**src/rtl/keypad_scan_tx.sv**
```systemverilog
// Generic FIFO: WIDTH x DEPTH storage with occupancy count.
// Latency: write visible at rd_dat the cycle after wr_vld; rd_dat is the combinational head.
// Backpressure: a write while full is accepted only when a read happens in the same cycle.
module fifo #(
  parameter int WIDTH = 8,
  parameter int DEPTH = 4,
  parameter int AW    = $clog2(DEPTH)
) (
  input  logic             clk,
  input  logic             resetn,
  input  logic             wr_vld,
  input  logic [WIDTH-1:0] wr_dat,
  input  logic             rd_rdy,
  output logic [WIDTH-1:0] rd_dat,
  output logic [AW:0]      count,
  output logic             full
);
  localparam logic [AW-1:0] LAST = AW'(DEPTH - 1);

  logic [WIDTH-1:0] mem [DEPTH];
  logic [AW-1:0]    wr_ptr;
  logic [AW-1:0]    rd_ptr;
  logic             do_wr;
  logic             do_rd;

  assign full   = (count == (AW+1)'(DEPTH));
  assign do_rd  = rd_rdy && (count != '0);
  // When full, the slot being written is the one being read this cycle.
  assign do_wr  = wr_vld && (!full || do_rd);
  assign rd_dat = mem[rd_ptr];

  always_ff @(posedge clk) begin
    if (do_wr) mem[wr_ptr] <= wr_dat;
  end

  always_ff @(posedge clk or negedge resetn) begin
    if (!resetn) begin
      wr_ptr <= '0;
      rd_ptr <= '0;
      count  <= '0;
    end else begin
      if (do_wr) wr_ptr <= (wr_ptr == LAST) ? '0 : wr_ptr + 1'b1;
      if (do_rd) rd_ptr <= (rd_ptr == LAST) ? '0 : rd_ptr + 1'b1;
      case ({do_wr, do_rd})
        2'b10:   count <= count + 1'b1;
        2'b01:   count <= count - 1'b1;
        default: count <= count;
      endcase
    end
  end
endmodule

// Keypad scanner: 4x4 matrix scan, snapshot debounce, ASCII encode, 4-byte queue to uarttx.
// Latency: press event to tx_trigger is 2 cycles with an empty queue and an idle sender.
// Backpressure: sender waits for tx_ready; queue holds 4 bytes, further presses drop with an overflow pulse.
// Ports: clk/resetn (async active-low); col_out active-low column drive; row_in active-low row sense;
//        tx_trigger/tx_data/tx_ready handshake to uarttx; overflow one-cycle drop indication.
module keypad_scan_tx #(
  parameter int CLK_FREQ       = 12_000_000,
  parameter int SCAN_HZ        = 1000,
  parameter int DEBOUNCE_SCANS = 4
) (
  input  logic       clk,
  input  logic       resetn,
  output logic [3:0] col_out,
  input  logic [3:0] row_in,
  output logic       tx_trigger,
  output logic [7:0] tx_data,
  input  logic       tx_ready,
  output logic       overflow
);
  localparam int DWELL = CLK_FREQ / SCAN_HZ;
  localparam int DW    = $clog2(DWELL + 1);
  localparam int CW    = $clog2(DEBOUNCE_SCANS + 1);
  localparam logic [DW-1:0] DWELL_LAST = DW'(DWELL - 1);
  localparam logic [CW-1:0] DEB_MAX    = CW'(DEBOUNCE_SCANS);

  typedef enum logic [1:0] {T_IDLE, T_WAIT, T_GAP} tx_state_t;

  // Row synchronizer
  logic [3:0] row_s1, row_s2;

  // Scan state
  logic          scan_on;
  logic [1:0]    col_idx;
  logic [DW-1:0] dwell_cnt;
  logic [15:0]   snap;
  logic [15:0]   snap_full;
  logic          sample;
  logic          snap_done;

  // Debounce state
  logic [15:0]   prev_snap;
  logic [15:0]   deb_state;
  logic [CW-1:0] stable_cnt;
  logic          deb_evt;
  logic [3:0]    key_idx;
  logic          evt_vld;
  logic [7:0]    evt_dat;

  // Queue and sender
  logic [7:0]    fifo_head;
  logic [2:0]    fifo_count;
  logic          fifo_full;
  logic          pop;
  tx_state_t     tx_state, tx_nxt;
  logic          trig_nxt;
  logic [7:0]    data_nxt;

  function automatic logic [7:0] key_ascii(input logic [3:0] idx);
    // idx = column*4 + row
    case (idx)
      4'd0:  key_ascii = 8'h31;  // r0c0 '1'
      4'd1:  key_ascii = 8'h34;  // r1c0 '4'
      4'd2:  key_ascii = 8'h37;  // r2c0 '7'
      4'd3:  key_ascii = 8'h2A;  // r3c0 '*'
      4'd4:  key_ascii = 8'h32;  // r0c1 '2'
      4'd5:  key_ascii = 8'h35;  // r1c1 '5'
      4'd6:  key_ascii = 8'h38;  // r2c1 '8'
      4'd7:  key_ascii = 8'h30;  // r3c1 '0'
      4'd8:  key_ascii = 8'h33;  // r0c2 '3'
      4'd9:  key_ascii = 8'h36;  // r1c2 '6'
      4'd10: key_ascii = 8'h39;  // r2c2 '9'
      4'd11: key_ascii = 8'h23;  // r3c2 '#'
      4'd12: key_ascii = 8'h41;  // r0c3 'A'
      4'd13: key_ascii = 8'h42;  // r1c3 'B'
      4'd14: key_ascii = 8'h43;  // r2c3 'C'
      default: key_ascii = 8'h44; // r3c3 'D'
    endcase
  endfunction

  always_ff @(posedge clk or negedge resetn) begin
    if (!resetn) begin
      row_s1 <= 4'hF;
      row_s2 <= 4'hF;
    end else begin
      row_s1 <= row_in;
      row_s2 <= row_s1;
    end
  end

  assign sample    = scan_on && (dwell_cnt == DWELL_LAST);
  assign snap_done = sample && (col_idx == 2'd3);

  // Snapshot including the column being sampled this cycle, so the debounce
  // compare on the last column sees the complete matrix.
  always_comb begin
    snap_full = snap;
    snap_full[col_idx*4 +: 4] = ~row_s2;
  end

  // Event only when the newly accepted state is a single key that was not down before.
  assign deb_evt = $onehot(snap_full) && ((snap_full & deb_state) == 16'h0000);

  always_comb begin
    key_idx = 4'd0;
    for (int i = 0; i < 16; i++) begin
      if (snap_full[i]) key_idx = 4'(i);
    end
  end

  always_ff @(posedge clk or negedge resetn) begin
    if (!resetn) begin
      scan_on   <= 1'b0;
      col_idx   <= 2'd0;
      dwell_cnt <= '0;
      col_out   <= 4'hF;
      snap      <= 16'h0000;
    end else if (!scan_on) begin
      scan_on <= 1'b1;
      col_out <= 4'hE;
    end else if (sample) begin
      dwell_cnt <= '0;
      col_idx   <= col_idx + 2'd1;
      col_out   <= ~(4'b0001 << (col_idx + 2'd1));
      snap      <= snap_full;
    end else begin
      dwell_cnt <= dwell_cnt + 1'b1;
    end
  end

  always_ff @(posedge clk or negedge resetn) begin
    if (!resetn) begin
      prev_snap  <= 16'h0000;
      deb_state  <= 16'h0000;
      stable_cnt <= '0;
      evt_vld    <= 1'b0;
      evt_dat    <= 8'h00;
    end else begin
      evt_vld <= 1'b0;
      if (snap_done) begin
        prev_snap <= snap_full;
        if (snap_full == prev_snap) begin
          if (stable_cnt != DEB_MAX) stable_cnt <= stable_cnt + 1'b1;
          // Accept only on the transition into saturation.
          if (stable_cnt == DEB_MAX - 1'b1) begin
            deb_state <= snap_full;
            evt_vld   <= deb_evt;
            evt_dat   <= key_ascii(key_idx);
          end
        end else begin
          stable_cnt <= '0;
        end
      end
    end
  end

  fifo #(.WIDTH(8), .DEPTH(4)) u_fifo (
    .clk    (clk),
    .resetn (resetn),
    .wr_vld (evt_vld),
    .wr_dat (evt_dat),
    .rd_rdy (pop),
    .rd_dat (fifo_head),
    .count  (fifo_count),
    .full   (fifo_full)
  );

  always_ff @(posedge clk or negedge resetn) begin
    if (!resetn) overflow <= 1'b0;
    else         overflow <= evt_vld && fifo_full && !pop;
  end

  always_ff @(posedge clk or negedge resetn) begin
    if (!resetn) begin
      tx_state   <= T_IDLE;
      tx_trigger <= 1'b0;
      tx_data    <= 8'h00;
    end else begin
      tx_state   <= tx_nxt;
      tx_trigger <= trig_nxt;
      tx_data    <= data_nxt;
    end
  end

  always_comb begin
    tx_nxt   = tx_state;
    pop      = 1'b0;
    trig_nxt = 1'b0;
    data_nxt = tx_data;
    case (tx_state)
      T_IDLE: begin
        if (fifo_count != 3'd0) begin
          pop      = 1'b1;
          trig_nxt = 1'b1;
          data_nxt = fifo_head;
          tx_nxt   = T_WAIT;
        end
      end
      T_WAIT: begin
        if (tx_ready) tx_nxt = T_GAP;
      end
      T_GAP: begin
        // Gives uarttx one cycle to return to idle before the next trigger.
        tx_nxt = T_IDLE;
      end
      default: tx_nxt = T_IDLE;
    endcase
  end
endmodule

```
**config.mk**
```make
export PLATFORM = sky130hd
export DESIGN_NAME = keypad_scan_tx
export DESIGN_NICKNAME = d
export VERILOG_FILES = /design/src/rtl/keypad_scan_tx.sv
export SDC_FILE = /design/constraint.sdc
export NUM_CORES = 1
export LEC_CHECK = 0
export ABC_AREA = 1
export BUFFER_PORTS_ARGS = -buffer_cell sky130_fd_sc_hd__buf_2
export CORE_MARGIN = 10
export CORE_UTILIZATION = 63
export DETAILED_ROUTE_END_ITERATION = 10
export PLACE_DENSITY = 0.9
export SYNTH_ARGS = -nofsm -noshare
export SYNTH_HDL_FRONTEND = slang
export SYNTH_HIERARCHICAL = 1
export SYNTH_SLANG_ARGS = --single-unit
```
**constraint.sdc**
```tcl
create_clock -name clk -period 6.92 [get_ports clk]
set_clock_uncertainty 0.15 [all_clocks]
set_input_delay 1.73 -clock clk [delete_from_list [all_inputs] [get_ports clk]]
set_output_delay 1.73 -clock clk [all_outputs]
set_load 0.01 [all_outputs]
```
==> results_dict.tcl, run 1 <==
set metrics [dict create \
    drv_slew 0 \
    drtAntennaViolNets 0 \
    cts_tree "done" \
    slowest_stage "fa_1" \
    syn_area_um2 7050 \
    worstSetupStartpointType "flop" \
    antennaDiodeCount 0 \
    rsz0062_at_grt "false" \
    track_usage_pct 19.5 \
    crit_path_max_fanout 11 \
    via_per_inst 5.64 \
    power.density_nw_per_um2 238 \
    avgSynthCellArea_um2 9.10 \
    p_clk_share_pct 49.0 \
    crit_path_max_incr_delay_ps 600 \
    path_delay_family "adder cells" \
    hold_buffers 0 \
    synth-main-ff-cell "dfrtp_1" \
    end_kind "flop" \
    crit_chain "inv_2, ha_1, nand2_1, nor3_1, nand3_1, o21ai_0, inv_1, fa_1, fa_1, fa_1, fa_1, inv_1, ha_1, fa_1, nor3_1, o2111ai_1, a2111oi_0, nand4_1, nor2_1" \
    timing_worst_slew_pin_value_ps 1100 \
    reg2regPathDepth 19 \
    drc_errors 0 \
    dr.first_iter.drc_count 511 \
    slew_headroom_pct 27.0 \
    htree_levels 4 \
    place.gp.congestion 0.941 \
    die_w_um 126 \
    die_h_um 126 \
    synthArstFlopShare_pct 77.0 \
    layout_commonest_cell "nand2_1" \
    post_cts_buffers 0 \
    routed_wl_um 15100 \
    use_met1_pct 23.7 \
    nNetsFinal 848 \
    power_uw 1870 \
    crit_type "flop to flop" \
    seq_area_frac_synth_pct 51.8 \
    fin_tns_setup_ps 0 \
    finalWorstSetupSlack_ps 1100 \
    drive_gt1_share_pct 11.2 \
    combPwrFrac_pct 4.3 \
    grt_overflow 0 \
    die_area_um2 15800 \
    cp.required_ps 7240 \
    p_leak_uw 0.00367 \
    ys_types 47 \
    dpl_cell_area_um2 7230 \
    grt_use_met2_pct 32.4 \
    whs_path_depth 0 \
    fin_crit_sh_pct 84.1 \
    fin_area_um2 7830 \
    io_pins 21 \
    p_sw_uw 429 \
    grt_first_pass_wirelength_um 25600 \
    clock_latency_ps 540 \
    setup_viol 0 \
    dp_hpwl_um 9770 \
    ys_ff_latch 139 \
    cp.depth 19 \
    io_buffers 20 \
    synth_edf_count 32 \
    pwr-share-seq_pct 46.7 \
    final_cell_mix "nand2_1 (197), inv_1 (114), dfrtp_1 (95)" \
    synth_warnings 13 \
    worst_path_most_repeated_cell "fa_1" \
    cts_buffer_depth 2 \
    clkTransAtPathRegs_ps 60 \
    ctsResizeCount 0 \
    root_buffer "clkbuf_8" \
    vdd_drop_max_uv 187 \
    numCtsBuffers 17 \
    cp.arrival_ps 6130 \
    hold_path_class "flop to flop" \
    antenna_found_initial 0 \
    clkSinkCount 139 \
    vias 5385 \
    pre_cts_slack_ps 1180 \
    grt_pass1_vias 5260 \
    rows 38 \
    grt-busiest-layer "met2" \
    dr.pass1.iters 6 \
    hold_ws_ps 205 \
    p_sw_share_pct 23.0 \
    fin_crit_ps 5820 \
    crit_buf_inv 3 \
    synthToLayoutAreaGrowth_pct 11.1 \
    core_area_um2 10900 \
    start_util_pct 64.7 \
    synthCells 775 \
    status "finished clean" \
    post_drt_wl_per_cell_um 15.8 \
    grt_max_degree 57 \
    max_freq_mhz 172 \
    use_met3_pct 5.29 \
    max-cap-violations 0 \
    final_hold_viol_count 0 \
    p_int_uw 1440 \
]
## worst paths after layout
kind | slack [ps] | endpoint | from
max | 1100 | evt_vld$_DFF_PN0_ | col_idx[0]$_DFFE_PN0P_
min | 200 | row_s2[2]$_DFF_PN1_ | row_s1[2]$_DFF_PN1_
max reg2reg | 1100 | evt_vld$_DFF_PN0_ | col_idx[0]$_DFFE_PN0P_
min reg2reg | 200 | row_s2[2]$_DFF_PN1_ | row_s1[2]$_DFF_PN1_
max in group asynchronous | 4410 | prev_snap[3]$_DFFE_PN0P_ | resetn
min in group asynchronous | 1060 | u_fifo/count[1]$_DFFE_PN0P_ | resetn
## kinds of logic after synthesis
group / share of synthesized area (%)
flops: 51.8
simple gates: 18.5
fa+ha+maj: 8.09
other cells: 0.107
compound gates: 11.1
xor+xnor: 2.24
buf+inv: 8.18
## area by class of cell
type,instances,area (µm²)
Sequential cell,139,3650
Fill cell,754,3060
Multi-Input combinational cell,502,2830
Inverter,119,447
Clock buffer,17,414
Clock inverter,15,188
Tap cell,140,175
Timing Repair Buffer,23,125
## power groups by stage
stage	Sequential, µW	Clock (µW)	Combinational, µW
after floorplan	882	0	54.4
after global placement	885	0	77.4
after detailed placement	885	0	80.1
after CTS	870	924	81.3
after global routing	872	963	93.6
final	870	915	80.7
## metal layers
layer	wire length (µm)	vias to the layer above
met2	7570	208
met3	857	46
li1	-	2550
met1	6290	2581
met5	0	-
met4	404	0
## stage by stage
step                      std cells  utilization, %
after global routing            955            71.9
after global placement          923            66.4
final                           955            71.9
after CTS                       955            71.9
after detailed placement        923            66.4
after floorplan                 778               -
## Yosys cell counts, drive strengths merged (2+ instances only)
library cell  number  area, µm²
nand2            199        757
inv              118        443
dfrtp             95       2380
o21ai             83        434
nor2              47        186
edfxtp            32        961
ha                28        350
a21oi             25        151
nand3             24        125
nor3              18       95.1
dfstp             12        315
nand4             12       75.1
fa                11        220
xnor2             11       96.3
buf               10        100
o211ai             9       67.6
clkbuf             8       30.0
xor2               7       61.3
or2                5       31.3
a22o               4       35.0
nor4               3       18.8
a221oi             2       17.5
conb               2       7.51
nand3b             2       15.0
o31ai              2       15.0
## state kept, by name, indices dropped and copies added, names as in the netlist, 7 cells and up
register	count
tx_data	8
dwell_cnt	14
snap	16
prev_snap	16
deb_state	16
evt_dat	7
u_fifo/mem	32
No activity file was read; power rests on OpenSTA's default activity.
==> run 2: changes to the inputs <==
--- a/config.mk
+++ b/config.mk
@@ -5,12 +5,12 @@
 export SDC_FILE = /design/constraint.sdc
 export NUM_CORES = 1
 export LEC_CHECK = 0
-export ABC_AREA = 1
+export ABC_AREA = 0
 export BUFFER_PORTS_ARGS = -buffer_cell sky130_fd_sc_hd__buf_2
 export CORE_MARGIN = 10
-export CORE_UTILIZATION = 63
+export CORE_UTILIZATION = 62
 export DETAILED_ROUTE_END_ITERATION = 10
-export PLACE_DENSITY = 0.9
+export PLACE_DENSITY = 0.88
 export SYNTH_ARGS = -nofsm -noshare
 export SYNTH_HDL_FRONTEND = slang
 export SYNTH_HIERARCHICAL = 1
==> constraint.sdc (replaced) <==
create_clock -name clk -period 5.65 [get_ports clk]
set_clock_uncertainty 0.15 [all_clocks]
set_input_delay 1.4125 -clock clk [delete_from_list [all_inputs] [get_ports clk]]
set_output_delay 1.4125 -clock clk [all_outputs]
set_load 0.01 [all_outputs]
==> results_dict.tcl, run 2 <==
set metrics [dict create \
    cp.required_ps 5840 \
    fill_cells 633 \
    synthToLayoutAreaGrowth_pct 14.4 \
    dr.pass1.iters 6 \
    cp.arrival_ps 5680 \
    via_per_inst 6.28 \
    dp_cells 757 \
    synthArstFlopShare_pct 77.0 \
    grt_pass1_vias 5172 \
    pwr-share-seq_pct 48.6 \
    synthTopCellsByCount "dfrtp_1 (95), nand2_1 (82), inv_1 (47)" \
    routed_wl_um 16900 \
    io_buffers 20 \
    dp_hpwl_um 10500 \
    final_hold_viol_count 0 \
    die_area_um2 16000 \
    p_clk_share_pct 47.3 \
    place.gp.congestion 0.903 \
    synth_warnings 13 \
    rows 38 \
    cts_tree "done" \
    root_buffer "clkbuf_16" \
    synth_area_leaders "dfrtp_1 (34%), edfxtp_1 (14%), ha_1 (5.0%)" \
    max_freq_mhz 182 \
    fin_tns_setup_ps 0 \
    vias 4996 \
    start_util_pct 63.9 \
    grt_first_pass_wirelength_um 26200 \
    dpl_cell_area_um2 7320 \
    status "finished clean" \
    ys_ff_latch 139 \
    final_cell_mix "dfrtp_1 (94), nand2_1 (82), inv_1 (43)" \
    worstSetupStartpointType "flop" \
    numCtsBuffers 17 \
    p_int_uw 1690 \
    end_kind "flop" \
    avgSynthCellArea_um2 11.7 \
    antenna_found_initial 0 \
    met2_length_um 8460 \
    synth_top_area_share_pct 33.9 \
    die_h_um 126 \
    io_pins 21 \
    instances_no_fill 795 \
    fin_crit_sh_pct 97.0 \
    track_usage_pct 20.4 \
    fin_area_um2 8030 \
    drv_slew 0 \
    clock_latency_ps 430 \
    core_area_um2 11000 \
    slew_headroom_pct 39.6 \
    layout_commonest_cell "dfrtp_1" \
    post_drt_wl_per_cell_um 21.2 \
    htree_levels 4 \
    synth_edf_count 32 \
    nNetsFinal 688 \
    crit_type "flop to flop" \
    synthCells 601 \
    vdd_drop_max_uv 252 \
    clkTransAtPathRegs_ps 60 \
    grt_max_degree 66 \
    dr.max_layer_used "met4" \
    p_sw_share_pct 23.5 \
    combPwrFrac_pct 4.1 \
    ys_types 69 \
    drtAntennaViolNets 0 \
    fin_crit_ps 5480 \
    synth.most_common_cell "dfrtp_1" \
    timing_worst_slew_pin_value_ps 903 \
    drc_errors 0 \
    regArea_um2 3650 \
    met3WireLength_um 1370 \
    synth_largest_area_cell "dfrtp_1" \
    crit_path_max_fanout 10 \
    regMostFlops "u_fifo/mem" \
    dr.first_iter.drc_count 549 \
    setup_viol 0 \
    antennaDiodeCount 0 \
    seq_area_frac_synth_pct 52.1 \
    hold_path_class "flop to flop" \
    grt_overflow 0 \
    largest_reg_flops 32 \
    pre_cts_slack_ps 23.3 \
    synth-main-ff-cell "dfrtp_1" \
    drive_gt1_share_pct 24.1 \
    die_w_um 126 \
    multi_input_area_um2 3220 \
    clkSinkCount 139 \
    cts_buffer_depth 2 \
    finalWorstSetupSlack_ps 168 \
    met1_length_um 6330 \
    syn_area_um2 7020 \
    max-cap-violations 0 \
    power.density_nw_per_um2 275 \
    p_sw_uw 520 \
    p_leak_uw 0.00369 \
]
## run 2: cell types whose count changed in the layout (fill, tap and decap cells not counted), moves of 10 or more
cell and change:
buf_4 +17, inv_1 -71, mux2_4 +23, nand2_1 -115
nand3_1 -14, nor2_1 -15, o21ai_0 -39, o21ai_1 -10
## run 2: metrics by stage
stage	util (%)	power, µW	hold WS [ps]
detailed placement	66.6	1180	198
CTS	71.7	2220	200
finish	73.1	2210	200
global route	73.1	2270	206
global placement	66.6	1170	195
floorplan	-	1140	195
## run 2: critical path, stage by stage (launching register included)
cell and delay (ps):
dfrtp_2 440, inv_2 100, ha_4 240, buf_4 190
nor4bb_2 180, mux2_4 300, fa_1 540, inv_1 60
fa_1 560, fa_1 440, fa_1 490, inv_1 40
ha_2 190, fa_1 490, nor4b_2 280, nand4_1 140
a221oi_2 200, nand4_1 150, nor3_2 220
## run 2: cells by family after synthesis
family	after synthesis	synth area share (%)
AO/OA/AOI/OAI	86	8.22
XOR/XNOR	30	3.74
adder cells (fa/ha/maj)	39	8.13
buffers and inverters	69	4.05
flip-flops	139	52.1
multiplexers	49	10.1
other	2	0.107
AND/OR/NAND/NOR	187	13.5
## run 2: power groups by stage
stage,clock (µW),combinational (µW),sequential (µW)
2_1_floorplan,0,56.9,1080
3_3_place_gp,0,81.9,1090
3_5_place_dp,0,87.7,1090
4_1_cts,1060,88.8,1070
5_1_grt,1090,106,1080
6_report,1050,91.6,1070
## run 2: repair_timing
item,in CTS,in global routing
pin swaps,0,7
resized for setup,3,23
endpoints found under the setup margin,1,1
setup buffers,0,6
hold buffers,0,0
## run 2: path summary, 6_finish.rpt
path                                        start                  endpoint  slack, ps  depth (start not counted)
hold reg to reg               row_s1[2]$_DFF_PN1_       row_s2[2]$_DFF_PN1_        200                          0
setup reg to reg           col_idx[1]$_DFFE_PN0P_         evt_vld$_DFF_PN0_        170                         18
min in group asynchronous                  resetn  dwell_cnt[6]$_DFFE_PN0P_        930                          1
setup / recovery           col_idx[1]$_DFFE_PN0P_         evt_vld$_DFF_PN0_        170                         18
hold / removal                row_s1[2]$_DFF_PN1_       row_s2[2]$_DFF_PN1_        200                          0
max in group asynchronous                  resetn  prev_snap[9]$_DFFE_PN0P_       3340                          2
## run 2: routing by layer
| layer | up-vias | GRT usage, % |
|---|---|---|
| li1 | 2164 | - |
| met3 | 83 | 5.46 |
| met2 | 301 | 34.5 |
| met5 | - | 0 |
| met1 | 2448 | 23.1 |
| met4 | 0 | 11.1 |
## run 2: final cells by class
type                       count  area share, %
clock buffer                  18           5.34
inverter                      48           2.24
multi-input combinational    396           40.1
timing repair buffer          40           3.15
sequential                   139           45.5
clock inverter                14           1.51
tap                          140           2.18
